===== src/rtl/uart_cmd_assembler.sv =====
// uart_cmd_assembler: builds 16-bit commands from UART byte pairs, filters by ID, stages angles for shoot, and answers with ACK/NAK.
module uart_cmd_assembler #(
  parameter logic [3:0]  MODULE_ID      = 4'h1,
  parameter int unsigned TIMEOUT_CYCLES = 24000,
  parameter logic [7:0]  ACK_BYTE       = 8'hA5,
  parameter logic [7:0]  NAK_BYTE       = 8'h5A
) (
  input  logic        clk,
  input  logic        reset,
  input  logic [7:0]  rx_data,
  input  logic        rx_done,
  input  logic        rx_parity_error,
  input  logic        shoot,
  input  logic        tx_busy,
  output logic        start_tx,
  output logic [7:0]  data_to_tx,
  output logic [11:0] angle,
  output logic        staged_valid,
  output logic        msg_valid,
  output logic        frame_error,
  output logic [7:0]  err_count
);
  typedef enum logic [1:0] {IDLE, WAIT_LO, CHECK} state_t;
  localparam logic [15:0] TO_LAST = 16'(TIMEOUT_CYCLES - 1);
  state_t state_q, state_d;
  logic [7:0] hi_q, hi_d, lo_q, lo_d;
  logic [15:0] cnt_q, cnt_d;
  logic [11:0] staged_q, staged_d, angle_q, angle_d;
  logic staged_valid_q, staged_valid_d, msg_valid_q, msg_valid_d;
  logic frame_error_q, frame_error_d, start_tx_q, start_tx_d;
  logic ack_pending_q, ack_pending_d;
  logic [7:0] data_to_tx_q, data_to_tx_d, ack_data_q, ack_data_d;
  logic [7:0] err_count_q, err_count_d;
  logic [2:0] sync_q, sync_d;
  logic rise, accept, reject, queue;
  always_comb begin
    state_d = state_q;
    hi_d = hi_q;
    lo_d = lo_q;
    cnt_d = cnt_q;
    accept = 1'b0;
    reject = 1'b0;
    case (state_q)
      IDLE: if (rx_done) begin
        reject = rx_parity_error;
        if (!rx_parity_error) begin
          hi_d = rx_data;
          cnt_d = '0;
          state_d = WAIT_LO;
        end
      end
      WAIT_LO: begin
        cnt_d = cnt_q + 16'd1;
        if (rx_done) begin
          reject = rx_parity_error;
          lo_d = rx_parity_error ? lo_q : rx_data;
          state_d = rx_parity_error ? IDLE : CHECK;
        end else if (cnt_q == TO_LAST) begin
          reject = 1'b1;
          state_d = IDLE;
        end
      end
      CHECK: begin
        // ID mismatch is dropped silently so other modules on the bus can answer
        accept = (hi_q[7:4] == MODULE_ID) || (hi_q[7:4] == 4'hF);
        state_d = IDLE;
      end
      default: state_d = IDLE;
    endcase
    sync_d = {sync_q[1:0], shoot};
    rise = sync_q[1] & ~sync_q[2];
    queue = accept | reject;
    msg_valid_d = accept;
    frame_error_d = reject;
    err_count_d = (reject && err_count_q != 8'hFF) ? err_count_q + 8'd1 : err_count_q;
    angle_d = (rise && staged_valid_q) ? staged_q : angle_q;
    staged_d = accept ? {hi_q[3:0], lo_q} : staged_q;
    staged_valid_d = accept | (staged_valid_q & ~rise);
    // a fresh queue event can launch in the same cycle; newest byte wins
    ack_data_d = queue ? (accept ? ACK_BYTE : NAK_BYTE) : ack_data_q;
    start_tx_d = (ack_pending_q | queue) & ~tx_busy & ~start_tx_q;
    ack_pending_d = (ack_pending_q | queue) & ~start_tx_d;
    data_to_tx_d = start_tx_d ? ack_data_d : data_to_tx_q;
  end
  always_ff @(posedge clk or posedge reset) begin
    if (reset) begin
      state_q <= IDLE;
      hi_q <= '0;
      lo_q <= '0;
      cnt_q <= '0;
      staged_q <= '0;
      angle_q <= '0;
      staged_valid_q <= 1'b0;
      msg_valid_q <= 1'b0;
      frame_error_q <= 1'b0;
      start_tx_q <= 1'b0;
      ack_pending_q <= 1'b0;
      data_to_tx_q <= '0;
      ack_data_q <= '0;
      err_count_q <= '0;
      sync_q <= '0;
    end else begin
      state_q <= state_d;
      hi_q <= hi_d;
      lo_q <= lo_d;
      cnt_q <= cnt_d;
      staged_q <= staged_d;
      angle_q <= angle_d;
      staged_valid_q <= staged_valid_d;
      msg_valid_q <= msg_valid_d;
      frame_error_q <= frame_error_d;
      start_tx_q <= start_tx_d;
      ack_pending_q <= ack_pending_d;
      data_to_tx_q <= data_to_tx_d;
      ack_data_q <= ack_data_d;
      err_count_q <= err_count_d;
      sync_q <= sync_d;
    end
  end
  assign start_tx = start_tx_q;
  assign data_to_tx = data_to_tx_q;
  assign angle = angle_q;
  assign staged_valid = staged_valid_q;
  assign msg_valid = msg_valid_q;
  assign frame_error = frame_error_q;
  assign err_count = err_count_q;
endmodule


===== config.mk =====
export PLATFORM = sky130hd
export DESIGN_NAME = uart_cmd_assembler
export DESIGN_NICKNAME = d
export VERILOG_FILES = /design/src/rtl/uart_cmd_assembler.sv
export SDC_FILE = /design/constraint.sdc
export NUM_CORES = 1
export LEC_CHECK = 0
export ABC_AREA = 0
export CELL_PAD_IN_SITES_DETAIL_PLACEMENT = 0
export CELL_PAD_IN_SITES_GLOBAL_PLACEMENT = 1
export CORE_MARGIN = 2
export CORE_UTILIZATION = 34
export CTS_CLUSTER_SIZE = 10
export DETAILED_ROUTE_END_ITERATION = 7
export PLACE_DENSITY = 0.6
export REMOVE_ABC_BUFFERS = 1
export SYNTH_ARGS = -nofsm -noshare
export SYNTH_HDL_FRONTEND = slang
export SYNTH_SLANG_ARGS = --single-unit

===== constraint.sdc =====
create_clock -name clk -period 4.4 [get_ports clk]
set_input_delay 0.88 -clock clk [delete_from_list [all_inputs] [get_ports clk]]
set_output_delay 0.88 -clock clk [all_outputs]
set_load 0.01 [all_outputs]

==> metrics.md <==
| Metric | Value |
|---|---|
| Outcome | finished, final reports clean |
| # DRC | 0 |
| Yosys cell types | 38 |
| Worst Path Max Fanout | 12 |
| Num CTS Buffers | 9 |
| Sequential share of the synthesized area | 62.3% |
| PD cells | 528 mW/mm^2 |
| Reg-to-Reg Start | cnt_q[0] |
| Hold path depth | 0 |
| Setup TNS | 0 ns |
| Largest family of logic cells by synthesized area | multiplexers |
| Row count | 37 |
| Max Cap Viol | 0 |
| Post-Synth XOR/XNOR Area | 1.21% |
| Synth top area cells | dfrtp_1 62%, mux2_2 13%, nand3_1 2.1% |
| Worst Hold Launch | sync_q[0] |
| Cts hold-fix bufs | 0 |
| Critical Path RT | 4.64 ns |
| Post-CTS setup buffers | 0 |
| Htree depth | 3 |
| Most frequent cells in the layout | 90 x dfrtp_1, 45 x clkdlybuf4s50_1, 41 x mux2_2, 19 x nand2_1, 16 x nor2_1 |
| Worst setup SP type | input port |
| Post-Syn Instances | 277 |
| ANT cells | 0 |
| Max Freq | 377 MHz |
| Post-synthesis mux area share | 14.8% |
| Via-to-Cell Ratio | 4.88 |
| Area of the multi-input gates | 0.00131 sq mm |
| RD Place Congestion | 0.728 |
| CTS max path bufs | 2 |
| Synth Area in Adders | 0.692% |
| Avg Cell Area, Syn | 13.1 sq um |
| Fin area | 0.00444 sq mm |
| Top_reg_cell synth | dfrtp_1 |
| Largest net degree at the start of global routing | 48 |
| Die Footprint | 0.0115 sq mm |
| Worst-path clk slew | 0.09 ns |
| Vias | 2289 |
| Fin. max-slew vios | 0 |
| RSZ-0062 raised after global routing | false |
| Reg2Reg Setup Slack | 1.82 ns |
| Compound-Gate Fraction of Synth Area | 7.79% |
| Hold_ws | 0.357 ns |
| Synth top area share | 62.3% |
| Final hold vios | 0 |
| Hold Path Class | reg -> reg |
| Antenna Nets Post-Route | 0 |
| Die Wd | 107 um |
| Fillers | 939 |
| Leading area contributor after synthesis | dfrtp_1 |
| Initial antenna violation count | 0 |
| EDFF count, synth | 0 |
| Core Footprint | 0.0103 sq mm |
| Chip height | 107 um |
| Final #Nets | 344 |
| FF/Latch Area | 0.00225 sq mm |
| Initial core utilization | 35.0% |
| CP arrival | 2.89 ns |
| Worst setup EP type | flop |
| GRT Overall Usage | 12.6% |
| Sink of the worst hold path | sync_q[1] |
| First-pass GRT wire length | 11200 um |
| Sinks on Clock Net | 90 |
| Worst VDD drop | 195 uV |
| Layout cell share with drive strength beyond 1 | 20.7% |
| Syn. warnings | 0 |
| Fin crit share | 60.3% |
| CTS root buffer | clkbuf_8 |
| Grt ovf | 0 |
| Post-synthesis async set-or-reset flop share | 100% |
| Final WS setup | 1.75 ns |
| CTS tree | done |
| Post-synthesis simple-gate area fraction | 11.3% |
| Leakage | 2.01 nW |
| Post-place instance area | 0.00422 sq mm |
| Post-layout util | 43.0% |
| Vias in the first global route | 2244 |
| Most common cell after layout, fill and taps aside | dfrtp_1 |
| Least-Margin Pin Slew | 0.914 ns |
| DRT Pass-1 Iters | 4 |
| Synth Cell Area | 0.00362 sq mm |
| R2r worst-path depth | 7 |
| DR WL/cell | 14.3 um |
| Fin Clk Skew | 0.0123 ns |
| Slew margin rel. | 38.8% |
| Post-place setup slack | 1.35 ns |
| Iter 0 DRT Violations | 79 |
| Io pins | 46 |
| Critical Setup Path Class | in -> reg |
| HPWL after DPL | 4550 um |
| Clk Latency, worst-skew pair | 0.35 ns |
| Yosys reg bits | 90 |
| Area delta synth->final | 22.9% |
| R2R Path End | data_to_tx[0] |
| Port buffer count | 45 |
| Endpoints failing setup | 0 |
| PostCTS Resize Cnt | 0 |
| Final WL | 6710 um |
| Fin crit period | 2.65 ns |
## worst max path at each step
stage                        start             to  cells past startpoint
after floorplan              reset  ack_data_q[0]                      1
after global placement     rx_done  data_to_tx[5]                      6
after detailed placement   rx_done  data_to_tx[0]                      6
after CTS                  rx_done  data_to_tx[0]                      6
after global routing      cnt_q[0]  data_to_tx[2]                      7
final                      rx_done  data_to_tx[0]                      6
## logic make-up (layout without fill, tap and decap cells)
logic type,count (synthesis),count (layout)
adders and majority gates,2,2
xor gates and xnor gates,5,5
and+or+nand+nor,80,80
DFF,90,90
AOI/OAI and AO/OA,39,39
muxes,48,48
buffers and inverters,13,69
## report_power, final
part	internal (mW)	switching, mW	total, mW
Clock	0.324	0.300	0.623
Sequential	1.04	0.156	1.19
Combinational	0.310	0.215	0.525
Total	1.67	0.670	2.34
## through the flow
stage               instances  power [mW]
detailed placement        453        1.75
floorplan                 269        1.50
global route              469        2.49
finish                    469        2.34
global placement          453        1.74
CTS                       469        2.38
## routing by layer
metal	track usage [%]	vias to the layer above	part of all wire (%)	wire length, um
met1	16.4	1143	49	3300
li1	-	1097	-	-
met2	19.7	40	45	3050
met5	0	-	0	0
met4	5.75	0	1.4	95
met3	3.47	9	4.0	267
## flip-flops by register name, indices dropped and copies added (netlist names), 2 cells and up
name        count
state_q         2
data_to_tx      8
err_count       8
sync_q          3
staged_q       12
lo_q            8
cnt_q          16
angle          12
hi_q            8
ack_data_q      8
## synth_stat cells, types with 2 or more instances
library cell	n
a21o_1	6
a21oi_1	4
a221o_1	4
and3_1	5
buf_1	2
buf_2	2
buf_6	2
clkbuf_1	2
dfrtp_1	90
ha_1	2
inv_1	5
mux2_2	41
mux2i_1	6
nand2_1	19
nand2b_1	4
nand3_1	15
nand3b_1	2
nand4_1	5
nor2_1	16
nor3_1	5
nor4bb_1	2
o21a_1	2
o21ai_0	13
o221a_2	4
or3_1	3
xor2_1	4
## worst max-delay path, cell delays in order
cell and delay (ns):
clkdlybuf4s50_1 0.45, or3_1 0.38, o21a_1 0.31, inv_1 0.31, o21ai_0 0.22, a221o_1 0.34
## layout make-up
type                       instances  area share, %
tap                              136           3.83
inverter                           5          0.451
timing repair buffer              48           10.6
clock inverter                     7           2.22
clock buffer                       9           2.79
sequential                        90           50.7
multi-input combinational        174           29.4
Note: power is estimated with default switching activity, not from simulation.
